--- src/rtl/mcc_pkg.sv ---
// rtl/mcc_pkg.sv - shared types and constants for the nibble-serial subtractor
package mcc_pkg;

    typedef enum logic [1:0] {
        IDLE = 2'd0,
        PRE  = 2'd1,
        EVAL = 2'd2,
        DONE = 2'd3
    } state_t;

    localparam int SLICE_W = 4;

    function automatic int slice_count(input int size);
        return size / SLICE_W;
    endfunction

endpackage

--- src/rtl/mcc_borrow_slice4.sv ---
// rtl/mcc_borrow_slice4.sv - combinational 4-bit Manchester carry chain in complement-add form
module mcc_borrow_slice4 (
    input  logic [3:0] p,
    input  logic [3:0] g,
    input  logic       cin,
    output logic [3:0] d,
    output logic       cout
);

    logic [4:0] c;

    // Each stage either generates, passes the incoming carry (p), or kills it.
    always_comb begin
        c[0] = cin;
        for (int i = 0; i < 4; i++) begin
            c[i+1] = g[i] | (p[i] & c[i]);
        end
    end

    assign d    = p ^ c[3:0];
    assign cout = c[4];

endmodule

--- src/rtl/mcc_subtractor_seq.sv ---
// rtl/mcc_subtractor_seq.sv - nibble-serial a-b-bin subtractor with valid/ready handshakes
module mcc_subtractor_seq
    import mcc_pkg::*;
#(
    parameter int SIZE = 16
) (
    input  logic            clk,
    input  logic            rst_n,
    input  logic            in_valid,
    output logic            in_ready,
    input  logic [SIZE-1:0] a,
    input  logic [SIZE-1:0] b,
    input  logic            bin,
    output logic            out_valid,
    input  logic            out_ready,
    output logic [SIZE-1:0] diff,
    output logic            bout
);

    localparam int NSL = slice_count(SIZE);
    localparam int KW  = (NSL > 1) ? $clog2(NSL) : 1;
    localparam logic [KW-1:0] K_LAST = KW'(NSL - 1);

    state_t          state;
    logic [SIZE-1:0] a_r;
    logic [SIZE-1:0] b_r;
    logic [SIZE-1:0] diff_r;
    logic            bout_r;
    logic [KW-1:0]   k;
    logic            carry;

    logic [3:0] a_sl;
    logic [3:0] b_sl;
    logic [3:0] p;
    logic [3:0] g;
    logic [3:0] d;
    logic       cout;

    // Current slice is selected by shifting down by 4*k.
    always_comb begin
        a_sl = 4'(a_r >> {k, 2'b00});
        b_sl = 4'(b_r >> {k, 2'b00});
        p    = a_sl ^ ~b_sl;
        g    = a_sl & ~b_sl;
    end

    mcc_borrow_slice4 u_slice (
        .p    (p),
        .g    (g),
        .cin  (carry),
        .d    (d),
        .cout (cout)
    );

    always_ff @(posedge clk) begin
        if (!rst_n) begin
            state  <= IDLE;
            a_r    <= '0;
            b_r    <= '0;
            diff_r <= '0;
            bout_r <= 1'b0;
            k      <= '0;
            carry  <= 1'b0;
        end else begin
            case (state)
                IDLE: begin
                    if (in_valid) begin
                        a_r    <= a;
                        b_r    <= b;
                        carry  <= ~bin;
                        k      <= '0;
                        diff_r <= '0;
                        bout_r <= 1'b0;
                        state  <= PRE;
                    end
                end
                PRE: begin
                    state <= EVAL;
                end
                EVAL: begin
                    // Unevaluated slices are still zero, so OR-ing in the new slice is exact.
                    diff_r <= diff_r | (SIZE'(d) << {k, 2'b00});
                    carry  <= cout;
                    if (k == K_LAST) begin
                        bout_r <= ~cout;
                        state  <= DONE;
                    end else begin
                        k     <= k + 1'b1;
                        state <= PRE;
                    end
                end
                DONE: begin
                    if (out_ready) begin
                        state <= IDLE;
                    end
                end
                default: state <= IDLE;
            endcase
        end
    end

    assign in_ready  = (state == IDLE);
    assign out_valid = (state == DONE);
    assign diff      = diff_r;
    assign bout      = bout_r;

endmodule
--- config.mk ---
export PLATFORM = sky130hd
export DESIGN_NAME = mcc_subtractor_seq
export DESIGN_NICKNAME = d
export VERILOG_FILES = /design/src/rtl/mcc_pkg.sv /design/src/rtl/mcc_borrow_slice4.sv /design/src/rtl/mcc_subtractor_seq.sv
export SDC_FILE = /design/constraint.sdc
export NUM_CORES = 1
export LEC_CHECK = 0
export CELL_PAD_IN_SITES_DETAIL_PLACEMENT = 1
export CELL_PAD_IN_SITES_GLOBAL_PLACEMENT = 1
export CORE_MARGIN = 2
export CORE_UTILIZATION = 36
export DETAILED_ROUTE_END_ITERATION = 8
export PLACE_DENSITY_LB_ADDON = 0.1
export SLEW_MARGIN = 20
export SYNTH_ARGS = -nofsm -noshare
export SYNTH_HDL_FRONTEND = slang
export SYNTH_SLANG_ARGS = --single-unit
export TNS_END_PERCENT = 50
--- constraint.sdc ---
create_clock -name clk -period 4.01 [get_ports clk]
set_clock_uncertainty 0.2 [all_clocks]
set_input_delay 1.0025 -clock clk [delete_from_list [all_inputs] [get_ports clk]]
set_output_delay 1.0025 -clock clk [all_outputs]
set_load 0.005 [all_outputs]
# ---- Word level (Yosys, flattened, before mapping)
# Index checks and enable logic that the tools add are counted.
# W data, S select, Z words.
dict set report totals {
  register_bits 54
  input_bits 37
  output_inout_bits 19
  elab_cells 55
}
dict set report classes {
  n_addsub 1
  eq_ne 8
  n_shift 3
  mux 14
  bitwise_logic 15
  reduce_logical 7
}
# operator n
set ops {}
lappend ops {{$pmux W16 S2} 1}
lappend ops {{$shr A16 B4 Y4} 2}
lappend ops {{$mux W16} 1}
lappend ops {{$or A16 B16 Y16} 1}
lappend ops {{$shl A4 B4 Y16} 1}
lappend ops {{$mux W2} 5}
lappend ops {{$pmux W2 S4} 1}
lappend ops {{$xor A4 B4 Y4} 2}
lappend ops {{$eq A2 B2 Y1 const B} 3}
lappend ops {{$ne A2 B2 Y1 const B} 3}
lappend ops {{$reduce_and A2 Y1} 3}
lappend ops {{$reduce_and A3 Y1} 2}
lappend ops {{$and A1 B1 Y1} 4}
lappend ops {{$and A4 B4 Y4} 1}
lappend ops {{$not A4 Y4} 1}
lappend ops {{$or A1 B1 Y1} 4}
lappend ops {{$pmux W1 S2} 2}
lappend ops {{$pmux W2 S2} 1}
lappend ops {{$mux W1} 3}
lappend ops {{$add A2 B1 Y2 const B} 1}
lappend ops {{$eq A2 B1 Y1 const B} 1}
lappend ops {{$logic_not A2 Y1} 1}
lappend ops {{$ne A2 B1 Y1 const B} 1}
lappend ops {{$not A1 Y1} 2}
lappend ops {{$reduce_bool A2 Y1} 1}

# ---- Depth between registers and ports, before layout
# Gate-level depths: netlist of run 1.
dict set report depth {
  word_depth 14
  ltp_mapped 12
  mapped_depth_nobuf 11
}

# ---- Hierarchy
# Synthesis of run 1 repeated with hierarchy kept, for this count alone.
dict set report unflattened {
  cells_unflattened 261
  hier_area_um2 2316.0
}
# module instances cells_per_inst area_per_inst_um2 seq_area_each_um2
set modules_own_cells {}
lappend modules_own_cells {mcc_subtractor_seq 1 253 2240.9 1081.0}
lappend modules_own_cells {mcc_borrow_slice4 1 8 75.1 0.0}

# ---- Worst setup path after synthesis of run 1
# Ideal clock, no wire load.
dict set report synth_timing {
  kind {register to register}
  startpoint {register k[0]}
  endpoint {register diff_r[11], in the netlist diff[11]}
  setup_ps 58
  arrival_ps 2682
  required_ps 3752
  setup_slack_ps 1070
  path_stages_with_launch 12
  path_buffers 1
  period_less_slack_ps 2940
  cell_sequence {dfxtp_1 buf_6 mux4_2 inv_1 fa_1 inv_1 fa_1 fa_1 inv_1 fa_1 nor2_1 o21a_1}
}
dict set report synth_between {
  elab_chain_cells 13
  elab_cells_between_ends 15
  classes_between {shift (3); mux (1); bitwise (11)}
}
# item line
set synth_rtl {}
lappend synth_rtl {{start, declared} mcc_subtractor_seq.sv:29} ;# logic [KW-1:0] k;
lappend synth_rtl {{start signal, assigned} mcc_subtractor_seq.sv:88} ;# k <= k + 1'b1;
lappend synth_rtl {{$shr A16 B4 Y4} mcc_subtractor_seq.sv:42} ;# b_sl = 4'(b_r >> {k, 2'b00});
lappend synth_rtl {{$not A4 Y4} {mcc_subtractor_seq.sv:43, mcc_subtractor_seq.sv:44}}
lappend synth_rtl {{$xor A4 B4 Y4} mcc_subtractor_seq.sv:43} ;# p = a_sl ^ ~b_sl;
lappend synth_rtl {{$and A1 B1 Y1} mcc_borrow_slice4.sv:16} ;# c[i+1] = g[i] | (p[i] & c[i]);
lappend synth_rtl {{$or A1 B1 Y1} mcc_borrow_slice4.sv:16}
lappend synth_rtl {{$and A1 B1 Y1} mcc_borrow_slice4.sv:16}
lappend synth_rtl {{$or A1 B1 Y1} mcc_borrow_slice4.sv:16}
lappend synth_rtl {{$and A1 B1 Y1} mcc_borrow_slice4.sv:16}
lappend synth_rtl {{$or A1 B1 Y1} mcc_borrow_slice4.sv:16}
lappend synth_rtl {{$xor A4 B4 Y4} mcc_borrow_slice4.sv:20} ;# assign d = p ^ c[3:0];
lappend synth_rtl {{$shl A4 B4 Y16 (*)} mcc_subtractor_seq.sv:82} ;# diff_r <= diff_r | (SIZE'(d) << {k, 2'b00});
lappend synth_rtl {{$or A16 B16 Y16 (*)} mcc_subtractor_seq.sv:82}
lappend synth_rtl {{$pmux W16 S2 (*)} mcc_subtractor_seq.sv:65} ;# case (state)
lappend synth_rtl {{end signal, assigned} mcc_subtractor_seq.sv:82}
lappend synth_rtl {{end, declared} mcc_subtractor_seq.sv:27} ;# logic [SIZE-1:0] diff_r;
# Every way passes the cells marked *; elsewhere a longest branch is shown, timed or not.
# A chain may end at the register's enable or synchronous reset.

# ---- Final worst setup path of run 1
# Ends and elaborated chain as after synthesis.

==> results of run 1 <==
-- area by class of cell --
cell class / instances / share of cell area, %
Sequential cell: 54 / 36.7
Multi-Input combinational cell: 174 / 36.5
Timing Repair Buffer: 60 / 19.9
Inverter: 8 / 1.02
Clock buffer: 7 / 2.59
Tap cell: 77 / 3.27
-- sequential cells by signal (all words and copies together), names as in the netlist --
signal / cells
bout: 1
carry: 1
k: 2
diff: 16
state: 2
a_r: 16
b_r: 16
-- cells by family (layout without fill, tap and decap cells) --
family | count (synthesis) | after routing | share of synthesized area [%]
AO/OA/AOI/OAI | 57 | 57 | 13.7
adder cells (fa/ha/maj) | 5 | 5 | 4.02
buffers and inverters | 25 | 75 | 6.40
flip-flops | 54 | 54 | 46.9
multiplexers | 8 | 8 | 7.81
AND/OR/NAND/NOR | 104 | 104 | 21.2
-- final timing paths --
kind	start	endpoint	slack (ns)	depth (start not counted)
worst max-delay path	k[0]	diff[11]	0.71	10
worst min-delay path	b_r[13]	b_r[13]	0.26	2
worst max register to register	k[0]	diff[11]	0.71	10
worst min register to register	b_r[13]	b_r[13]	0.26	2
-- metrics by stage --
stage / hold slack (ns) / cell area [um^2] / util (%) / cells
after floorplan: 0.233 / 2310 / - / 253
after global placement: 0.240 / 2870 / 45.8 / 373
after detailed placement: 0.247 / 2870 / 45.8 / 373
after CTS: 0.260 / 2950 / 47.0 / 380
after global routing: 0.287 / 2950 / 47.0 / 380
final: 0.258 / 2950 / 47.0 / 380
-- power by group through the flow --
stage	clock network, mW	logic (mW)	registers (mW)
6_report	0.288	0.176	0.581
5_1_grt	0.328	0.196	0.586
4_1_cts	0.305	0.178	0.582
3_5_place_dp	0	0.178	0.595
3_3_place_gp	0	0.174	0.595
2_1_floorplan	0	0.116	0.583
-- tightest hold or removal path, stage by stage (launching register included) --
cell and delay, ns:
dfxtp_1 0.31, nand2_1 0.05, a21oi_1 0.05
-- Yosys cell counts (2+ instances only) --
library cell	instances	area, um^2
or3b_1	2	17.5
nand3b_1	2	15.0
a21oi_1	43	215
nand2_1	68	255
mux4_2	8	180
nand4b_1	2	17.5
fa_1	4	80.1
dfxtp_1	54	1080
nor4bb_1	2	20.0
nor2_1	18	67.6
buf_6	6	67.6
buf_2	7	35.0
o21a_1	8	60.1
clkbuf_1	3	11.3
a211oi_1	2	15.0
nand4_1	2	12.5
nand4bb_1	2	22.5
inv_1	8	30.0
-- routing by layer --
metal	routed length, um	vias up
li1	-	951
met1	2490	890
met2	2590	42
met3	223	8
met4	106	0
met5	0	-
==> impl_metrics.json, run 1 <==
{
  "finalHoldViolations": 0,
  "syn_to_final_growth_pct": 27.9,
  "initial_utilization_pct": 36.7,
  "ys_seq_area_share_pct": 46.9,
  "layout_worst_path_cycle_share_pct": 82.3,
  "cts_tree": "built",
  "pre_cts_ws_ns": 0.659,
  "die_w_um": 84.0,
  "power_switching_mw": 0.275,
  "yosys_warnings": 0,
  "avgViaCountPerCell": 4.98,
  "crit_slowest_cell": "dfxtp_1",
  "worst_pin_slew_ns": 0.680,
  "path_cells": "mux4_2 > inv_1 > fa_1 > inv_1 > fa_1 > fa_1 > inv_1 > fa_1 > nor2_1 > o21a_1",
  "cp_slowest_stage_delay_ns": 0.64,
  "cp_top_family": "adder cells",
  "rsz0062_at_grt": "no",
  "dp_hpwl_um": 3960,
  "drtAntennaViolNets": 0,
  "cts.repair.resized": 0,
  "powerDensity_nw_per_um2": 354,
  "grt_usage_pct": 16.4,
  "critPathBufInv": 3,
  "row_count": 29,
  "path_clk_slew_ns": 0.09,
  "status": "completed",
  "final_common_cell": "nand2_1",
  "seqPwrFrac_pct": 55.7,
  "yosysUniqueCellTypes": 30,
  "vias": 1891,
  "synth_edf_count": 0,
  "layout-drive-gt1-share_pct": 6.27,
  "worst_setup_path_start_kind": "flop",
  "hold_path_class": "flop to flop",
  "worstSetupPathType": "flop to flop",
  "fp.dieH_um": 84.0,
  "root_buffer": "clkbuf_8",
  "intPower_mw": 0.770,
  "p_leak_nw": 1.05,
  "layout_common_cells": "nand2_1, clkdlybuf4s50_1, dfxtp_1",
  "synthFlopType": "dfxtp_1",
  "htree_levels": 2,
  "p_comb_share_pct": 16.8,
  "final_nets": 345,
  "synth.avg_cell_area_um2": 9.11,
  "end_kind": "flop",
  "busiest_layer": "met2",
  "gp_congestion": 0.732,
  "worstPathArrival_ns": 3.36,
  "register_area_um2": 1080,
  "slew_viol_final": 0,
  "drt_drc_violations_left": 0,
  "io_pins": 56,
  "clk_path_buf_depth": 2,
  "grt_antenna_before_repair": 0,
  "groute.layer.met2.usage_pct": 27.7,
  "worstPathRequired_ns": 4.07,
  "layout_setup_ws_ns": 0.708,
  "dieArea_um2": 7060,
  "clock_latency_ns": 0.31,
  "setup_violations": 0,
  "power_frac_clock_pct": 27.5,
  "grt_pass1_wl_um": 9290,
  "peakVddDrop_uv": 153,
  "drv_cap": 0,
  "hold_buffers": 0,
  "drt_iter0_markers": 59,
  "postCtsSetupRepairBufs": 0,
  "max_freq_ghz": 0.303,
  "swShare_pct": 26.3,
  "synth-seq-cells": 54,
  "numPortBuffers": 55,
  "first_pass_iters": 4,
  "use_met3_pct": 3.66,
  "finalSetupTns_ns": 0,
  "cts_sinks": 54,
  "core_area_um2": 6280,
  "grt_overflow_total": 0,
  "max_slew_margin_pct": 54.7,
  "routed_wl_um": 5410,
  "n_antenna_cell": 0,
  "crit_fanout": 8,
  "netlist_instances": 253,
  "synthArstFlopShare_pct": 0,
  "syn-num-nets": 295,
  "multi_input_area_um2": 1080,
  "grt_pass1_vias": 1950,
  "wire_per_inst_um": 14.2,
  "totalPowerFinal_mw": 1.04,
  "nFillCells": 749,
  "grtUsageMet1_pct": 20.6,
  "syn_area_um2": 2310,
  "cts_made_buffers": 5,
  "crit_top_cell": "fa_1",
  "period_needed_ns": 3.30,
  "grt_max_degree": 38
}
No activity file was read; power rests on OpenSTA's default activity.
==> inputs of run 2 (changes only) <==
--- a/config.mk
+++ b/config.mk
@@ -8,7 +8,7 @@
 export CELL_PAD_IN_SITES_DETAIL_PLACEMENT = 1
 export CELL_PAD_IN_SITES_GLOBAL_PLACEMENT = 1
 export CORE_MARGIN = 2
-export CORE_UTILIZATION = 36
+export CORE_UTILIZATION = 33
 export DETAILED_ROUTE_END_ITERATION = 8
 export PLACE_DENSITY_LB_ADDON = 0.1
 export SLEW_MARGIN = 20
==> constraint.sdc (replaced) <==
create_clock -name clk -period 2.9 [get_ports clk]
set_clock_uncertainty 0.2 [all_clocks]
set_input_delay 0.725 -clock clk [delete_from_list [all_inputs] [get_ports clk]]
set_output_delay 0.725 -clock clk [all_outputs]
set_load 0.005 [all_outputs]
==> run 2 against run 1 <==
  * Sequential cell count unchanged
  * First-iteration DRC count decreased by 51%
  * Final cell count increased by 6.8%
  * Combinational power is 48% higher
  * Clock power up 43%
  * Register-to-register slack got worse by 0.71 ns
  * Critical path type unchanged
  * Critical endpoint is now diff[3]
  * Largest cell class is now multi-input gates
==> impl_metrics.json, run 2 (synthesis gave the netlist of run 1 again) <==
{
  "status": "completed",
  "final_nets": 353,
  "grt_usage_pct": 14.9,
  "powerDensity_nw_per_um2": 481,
  "layout_common_cells": "nand2_1, clkdlybuf4s50_1, dfxtp_1",
  "avgViaCountPerCell": 4.66,
  "period_needed_ns": 2.90,
  "grt_pass1_wl_um": 8860,
  "numPortBuffers": 55,
  "drv_cap": 0,
  "dpl_cell_area_um2": 2960,
  "finalHoldViolations": 0,
  "fin_area_um2": 3060,
  "worstSetupPathType": "flop to flop",
  "rrSetupSlack_ns": 0.002,
  "totalPowerFinal_mw": 1.47,
  "grt_overflow_total": 0,
  "clock_latency_ns": 0.30,
  "startpoint": "k[0]",
  "final_common_cell": "nand2_1",
  "fp.dieH_um": 87.6,
  "p_leak_nw": 1.09,
  "layout_setup_ws_ns": 0.00223,
  "wire_per_inst_um": 13.2,
  "worst_pin_slew_ns": 0.550,
  "worstHoldStart": "b_r[5]",
  "grt_pass1_vias": 1878,
  "slew_viol_final": 0,
  "pre_cts_ws_ns": -0.0416,
  "clk_path_buf_depth": 2,
  "hold_path_class": "flop to flop",
  "finalSetupTns_ns": 0,
  "io_pins": 56,
  "end_kind": "flop",
  "initial_utilization_pct": 33.9,
  "max_freq_ghz": 0.345,
  "row_count": 30,
  "die_w_um": 87.6,
  "rsz0062_at_grt": "yes",
  "nFillCells": 803,
  "drtAntennaViolNets": 0,
  "dieArea_um2": 7670,
  "cts_made_buffers": 5,
  "drt_iter0_markers": 29,
  "htree_levels": 2,
  "grt_max_degree": 33,
  "crit_fanout": 4,
  "routed_wl_um": 5350,
  "drt_drc_violations_left": 0,
  "setup_violations": 0,
  "vias": 1891,
  "grt_antenna_before_repair": 0,
  "worst_setup_path_start_kind": "flop",
  "gp_congestion": 0.770,
  "layout_worst_path_cycle_share_pct": 99.9,
  "first_pass_iters": 4,
  "max_slew_margin_pct": 63.3,
  "path_clk_slew_ns": 0.09,
  "worstPathRequired_ns": 2.90,
  "peakVddDrop_uv": 187,
  "worstReg2RegStart": "k[0]",
  "layout-drive-gt1-share_pct": 12.3,
  "syn_to_final_growth_pct": 32.8,
  "cts_sinks": 54,
  "core_area_um2": 6790,
  "n_antenna_cell": 0,
  "cts_tree": "built",
  "dp_hpwl_um": 4040,
  "root_buffer": "clkbuf_8",
  "hold_ws_ns": 0.256,
  "worstPathArrival_ns": 2.90
}
## run 2: area by class of cell
class / count / area, um^2 / area share [%]
repair buffers: 68 / 652 / 21.3
clock buffers: 6 / 82.6 / 2.70
inverters: 8 / 30.0 / 0.981
flip-flops and latches: 54 / 1080 / 35.4
well taps: 96 / 120 / 3.92
multi-input cells: 174 / 1090 / 35.7
## run 2: path summary, 6_finish.rpt
check,end,cells past startpoint
max,diff[3],10
min,b_r[5],2
max reg2reg,diff[3],10
min reg2reg,b_r[5],2
## run 2: routing by layer
| layer | GRT usage (%) | part of all wire [%] |
|---|---|---|
| met5 | 0 | 0 |
| met4 | 4.20 | 1.1 |
| met3 | 3.77 | 3.6 |
| met2 | 23.2 | 45 |
| met1 | 20.5 | 50 |
## run 2: worst max-delay path, stage by stage (launching register included)
cell and delay [ns]:
dfxtp_4 0.38, buf_6 0.10, mux4_2 0.51, fa_2 0.35, inv_2 0.06, fa_2 0.19, fa_2 0.19, inv_2 0.04
fa_2 0.57, nor2_1 0.06, o21a_1 0.16
## run 2: repair_timing
| action | in CTS | in global routing |
|---|---|---|
| setup endpoints to repair | 5 | 5 |
| resized for setup | 4 | 4 |
| pin swaps | 5 | 0 |
| buffers inserted | 0 | 1 |
| hold buffers | 0 | 0 |
| hold endpoints to repair | 0 | 0 |
## run 2: power by group
| group | switching [mW] | internal (mW) |
|---|---|---|
| Combinational | 0.126 | 0.135 |
| Sequential | 0.0242 | 0.776 |
| Clock | 0.228 | 0.185 |
## run 2: per-stage QoR
step | cells | utilization, %
after global routing | 406 | 45.1
after global placement | 399 | 43.5
after detailed placement | 399 | 43.5
after floorplan | 253 | -
final | 406 | 45.1
after CTS | 405 | 44.8
==> RTL edit 1 (settings of run 1) <==
The parameter `SIZE` goes from 16 to 8.
--- a/src/rtl/mcc_subtractor_seq.sv
+++ b/src/rtl/mcc_subtractor_seq.sv
@@ -3,5 +3,5 @@
     import mcc_pkg::*;
 #(
-    parameter int SIZE = 16
+    parameter int SIZE = 8
 ) (
     input  logic            clk,
Ports: changed (resized a, b and diff); port bits go from 56 to 32. No check against the original RTL was run, so the function may have changed too.
==> RTL edit 1 against run 1 <==
- worst setup slack better by 0.31 ns
- routed wire length down 44%
- total power down 34%
- synthesized area down 43%
- maximum frequency up 11%
- design area down 42%
- cell count down 42%
- sequential share of layout area down 2.9 points
- sequential power down 46%
- sequential cell count down 25
- highest routed layer unchanged
==> RTL edit 1: results (changes against run 1) <==
| Metric | Value |
|---|---|
| Status | `finished clean` |
| Synth Area in Adders | `6.05% (+2.0 points)` |
| Crit path max-delay family | `adder cells` |
| Final net count | `197 (-43%)` |
| P_sw | `0.174 mW (-37%)` |
| Slew HR | `44.4% (-10 points)` |
| Leak pwr | `0.634 nW (-40%)` |
| Worst Path Max Fanout | `12 (+4)` |
| Post-CTS setup repair buffer count | `0 (unchanged)` |
| ANT cells | `0 (unchanged)` |
| Async S/R FF share, synth | `0% (unchanged)` |
| Most frequent cells after synthesis | `36 x nand2_1, 29 x dfxtp_1, 10 x a21oi_1, 10 x nor2_1, 9 x a21boi_1` |
| Multi-input logic area | `643 sq um (-40%)` |
| Placed Instance Area | `0.00162 sq mm (-44%)` |
| Global-route wire length before repair | `5.26 mm (-43%)` |
| Layout cell share with drive strength beyond 1 | `9.83% (+3.6 points)` |
| Design Power | `0.686 mW (-34%)` |
| Clk pwr | `0.265 mW (-8.0%)` |
| Pin count of the biggest net entering global routing | `23 (-39%)` |
| Fill cells | `422 (-44%)` |
| Unique cell type count in the Yosys netlist | `29 (-3.3%)` |
| Critical path's slowest cell | `dfxtp_1` |
| DP HPWL | `2.17 mm (-45%)` |
| Worst R2R Path Depth | `10 (unchanged)` |
| Placed cells | `213 (-43%)` |
| Initial antenna violation count | `0 (unchanged)` |
| Final GP Congestion | `0.739 (+1.1%)` |
| Post-synthesis mux area share | `6.43% (-1.4 points)` |
| Reg-to-reg endpoint | `carry$_SDFFE_PN0P_` |
| H-Tree Depth | `2 (unchanged)` |
| Compound-Gate Fraction of Synth Area | `15.1% (+1.4 points)` |
| Clk slew on worst S/H paths | `0.07 ns (-0.02 ns)` |
| Clk_lat worst skew | `0.28 ns (-0.03 ns)` |
| Peak VDD IR | `0.201 mV (+32%)` |
| Synth Net Count | `168 (-43%)` |
| DR vias/cell | `4.96 (-0.34%)` |
| Post-Route WL | `3.05 mm (-44%)` |
| Post-CTS Resized | `0 (unchanged)` |
| CP endpoint kind | `flop` |
| Post-Syn Area per Cell | `9.25 sq um (+1.5%)` |
| P_seq | `0.315 mW (-46%)` |
| Port Buffers | `31 (-44%)` |
| Crit path from | `k$_SDFFE_PN0P_` |
| GRT Resource Usage Total | `16.8% (+0.33 points)` |
| Post-synthesis sequential area ratio | `43.9% (-3.0 points)` |
| Drt initial violations | `33 (-44%)` |
| CP Data Arrival Time | `2.97 ns (-0.39 ns)` |
| Final Worst Setup Slack | `1.02 ns (+0.315 ns)` |
| Main area contributors after synthesis | `dfxtp_1 44%, nand2_1 10%, fa_1 6.1%, a21boi_1 5.1%, a21boi_0 4.0%` |
| Vias | `1096 (-42%)` |
[RTL edit 1: changes by cell type after synthesis, moves of 7 or more]
cell / run 1 / this run
a21boi_0: 0 / 7
a21boi_1: 0 / 9
a21oi_1: 43 / 10
dfxtp_1: 54 / 29
mux4_2: 8 / 0
nand2_1: 68 / 36
nor2_1: 18 / 10
o21a_1: 8 / 0
[RTL edit 1: routing by layer]
layer / track usage [%] / share of wire [%] / vias up
met5: 0 / 0 / -
met4: 9.57 / 2.2 / 0
met3: 4.51 / 5.1 / 7
met2: 29.3 / 50 / 25
met1: 18.2 / 42 / 541
li1: - / - / 523
[RTL edit 1: how the worst min path moves through the flow]
stage | start | to | slack (ns) | cells past startpoint
final | a_r[2]$_SDFFE_PN0P_ | a_r[2]$_SDFFE_PN0P_ | 0.25 | 2
after global routing | a_r[2]$_SDFFE_PN0P_ | a_r[2]$_SDFFE_PN0P_ | 0.28 | 2
after CTS | a_r[2]$_SDFFE_PN0P_ | a_r[2]$_SDFFE_PN0P_ | 0.25 | 2
after detailed placement | a_r[2]$_SDFFE_PN0P_ | a_r[2]$_SDFFE_PN0P_ | 0.25 | 2
after global placement | b_r[6]$_SDFFE_PN0P_ | b_r[6]$_SDFFE_PN0P_ | 0.25 | 2
after floorplan | a_r[5]$_SDFFE_PN0P_ | a_r[5]$_SDFFE_PN0P_ | 0.23 | 2
[RTL edit 1: final cells by class]
| type | count | share of cell area (%) |
|---|---|---|
| repair buffers | 31 | 18.1 |
| well taps | 48 | 3.50 |
| clock buffers | 7 | 5.61 |
| clock inverters | 1 | 0.291 |
| inverters | 6 | 1.31 |
| flip-flops and latches | 29 | 33.8 |
| multi-input cells | 99 | 37.4 |
==> RTL edit 2 (config.mk and constraints of run 1) <==
Made on the original files. The 4 states of `state_t` get a one-hot encoding in 4 bits.
--- a/src/rtl/mcc_pkg.sv
+++ b/src/rtl/mcc_pkg.sv
@@ -2,9 +2,9 @@
 package mcc_pkg;
 
-    typedef enum logic [1:0] {
-        IDLE = 2'd0,
-        PRE  = 2'd1,
-        EVAL = 2'd2,
-        DONE = 2'd3
+    typedef enum logic [3:0] {
+        IDLE = 4'b0001,
+        PRE  = 4'b0010,
+        EVAL = 4'b0100,
+        DONE = 4'b1000
     } state_t;
 
Check against the original RTL: same outputs for any inputs over 10 cycles, from zero or initial values and one cycle with rst_n low; not proved beyond that.
==> RTL edit 2 against run 1 <==
- worst setup slack got worse by 0.23 ns
- critical path type is now flop to primary output
- via count grew 15%
- total power rose by 5.6%
- sequential cell count grew 2
- register-to-register slack gained 0.06 ns
- highest routed layer unchanged
- synthesized area up 9.9%
- design area increased by 7.3%
- synthesized cell count is 8.3% higher
- critical path depth fell by 7
- critical endpoint is now in_ready
- routed wire length increased by 14%
- first-iteration DRC count rose by 53%
==> RTL edit 2: results (changes against run 1) <==
| Metric | Value |
|---|---|
| Layout cell share with drive strength beyond 1 | `7.91% (+1.6 points)` |
| Reg-to-reg endpoint | `diff[7]$_SDFFE_PN0P_` |
| Final net count | `358 (+3.8%)` |
| Clk_lat worst skew | `0.30 ns` |
| DP HPWL | `4.48 mm (+13%)` |
| H-Tree Depth | `2 (unchanged)` |
| Clk buf depth | `2 (unchanged)` |
| Async S/R FF share, synth | `0% (unchanged)` |
| Status | `finished clean` |
| Max-slew violation count | `0 (unchanged)` |
| Worst r2r src | `k[0]$_SDFFE_PN0P_` |
| Placed cells | `405 (+8.6%)` |
| Pin count of the biggest net entering global routing | `38 (unchanged)` |
| ANT cells | `0 (unchanged)` |
| Clk slew on worst S/H paths | `0.09 ns (about the same)` |
| Pre-antenna DRT Iters | `4 (unchanged)` |
| Root Buffer | `clkbuf_8` |
| Final GP Congestion | `0.786 (+7.5%)` |
| Vias | `2168 (+15%)` |
| Fill cells | `804 (+7.3%)` |
| Peak VDD IR | `0.154 mV (+0.53%)` |
| Post-CTS setup repair buffer count | `0 (unchanged)` |
| Worst Hold Depth | `2 (unchanged)` |
| Dpl ws | `0.741 ns (+0.0824 ns)` |
| CP Data Arrival Time | `2.33 ns (-1.03 ns)` |
| Most frequent cells after synthesis | `56 x dfxtp_1, 43 x a21oi_1, 34 x nand3_1, 34 x o21ai_0, 19 x nor2_1` |
| Post-Syn Area per Cell | `9.25 sq um (+1.5%)` |
| Synth warn | `0 (unchanged)` |
| Least-Margin Pin Slew | `0.916 ns (+0.236 ns)` |
| Crit path from | `state[0]$_SDFFE_PN1P_` |
| Post-CTS Resized | `0 (unchanged)` |
| Reg2Reg Setup Slack | `0.77 ns (+0.06 ns)` |
| Main area contributors after synthesis | `dfxtp_1 44%, a21oi_1 8.5%, mux4_2 7.1%, nand3_1 6.7%, o21ai_0 6.7%` |
| Post-synthesis sequential area ratio | `44.2% (-2.6 points)` |
| Initial antenna violation count | `0 (unchanged)` |
| Critical path's slowest cell | `or4b_4` |
| Min-Delay Endpoint | `bout$_SDFFE_PN0P_` |
| Post-Route WL | `6.19 mm (+14%)` |
| CP peak stage delay | `0.74 ns (+0.10 ns)` |
| Placed Instance Area | `0.00309 sq mm (+7.4%)` |
| Worst Path Max Fanout | `37 (+29)` |
| Drt wl/cell | `15.0 microns (+5.5%)` |
| GRT Resource Usage Total | `17.6% (+1.1 points)` |
| Port Buffers | `55 (unchanged)` |
| Drt initial violations | `90 (+53%)` |
| TritonCTS Buffers | `5 (unchanged)` |
| Worst R2R Path Depth | `9 (-1)` |
| Synth Net Count | `316 (+7.1%)` |
| Global-route wire length before repair | `10.6 mm (+15%)` |
| Hold_ws | `0.275 ns (+0.0172 ns)` |
| Unique cell type count in the Yosys netlist | `39 (+30%)` |
| Hold_sp | `bout$_SDFFE_PN0P_` |
| Leak pwr | `1.06 nW (+0.69%)` |
| Path type of the worst min-delay path | `flop to flop` |
## RTL edit 2: kinds of logic after synthesis
kind of cell / after synthesis / synth area share [%]
AOI/OAI and AO/OA: 95 / 20.7
adders and majority gates: 5 / 3.65
buffers and inverters: 38 / 8.74
DFF: 56 / 44.2
muxes: 9 / 7.51
and+or+nand+nor: 71 / 15.2
## RTL edit 2: layout make-up
class / count / area, sq um / area share, %
clock buffers: 6 / 72.6 / 2.29
well taps: 96 / 120 / 3.80
clock inverters: 1 / 5.00 / 0.158
multi-input cells: 180 / 1190 / 37.7
repair buffers: 61 / 596 / 18.8
inverters: 12 / 57.6 / 1.82
flip-flops and latches: 56 / 1120 / 35.4
## RTL edit 2: routing by layer
layer	vias up	global-route usage [%]	wire (microns)
met3	5	3.39	206
met1	1050	22.9	2850
met5	-	0	0
met2	38	30.4	3090
li1	1075	-	-
met4	0	3.36	41
## RTL edit 2: critical path: cells and delay by family, from the launching register on
kind | cells | cell delay (ns)
AND/OR/NAND/NOR | 1 | 0.74
flip-flops | 1 | 0.50
buffers and inverters | 2 | 0.78
## RTL edit 2: how the worst max path moves through the flow
stage / to / cells past startpoint / slack (ns)
6_report: in_ready / 3 / 0.48
5_1_grt: in_ready / 3 / 0.35
4_1_cts: in_ready / 3 / 0.47
3_5_place_dp: diff[7]$_SDFFE_PN0P_ / 9 / 0.74
3_3_place_gp: diff[7]$_SDFFE_PN0P_ / 9 / 0.85
2_1_floorplan: diff[7]$_SDFFE_PN0P_ / 10 / 0.68
## RTL edit 2: report_power, final
group,leakage (nW),internal (mW),switching (mW),total (mW)
Clock,0.0410,0.119,0.172,0.291
Sequential,0.456,0.584,0.0175,0.601
Combinational,0.564,0.0925,0.119,0.211
Total,1.06,0.796,0.308,1.10
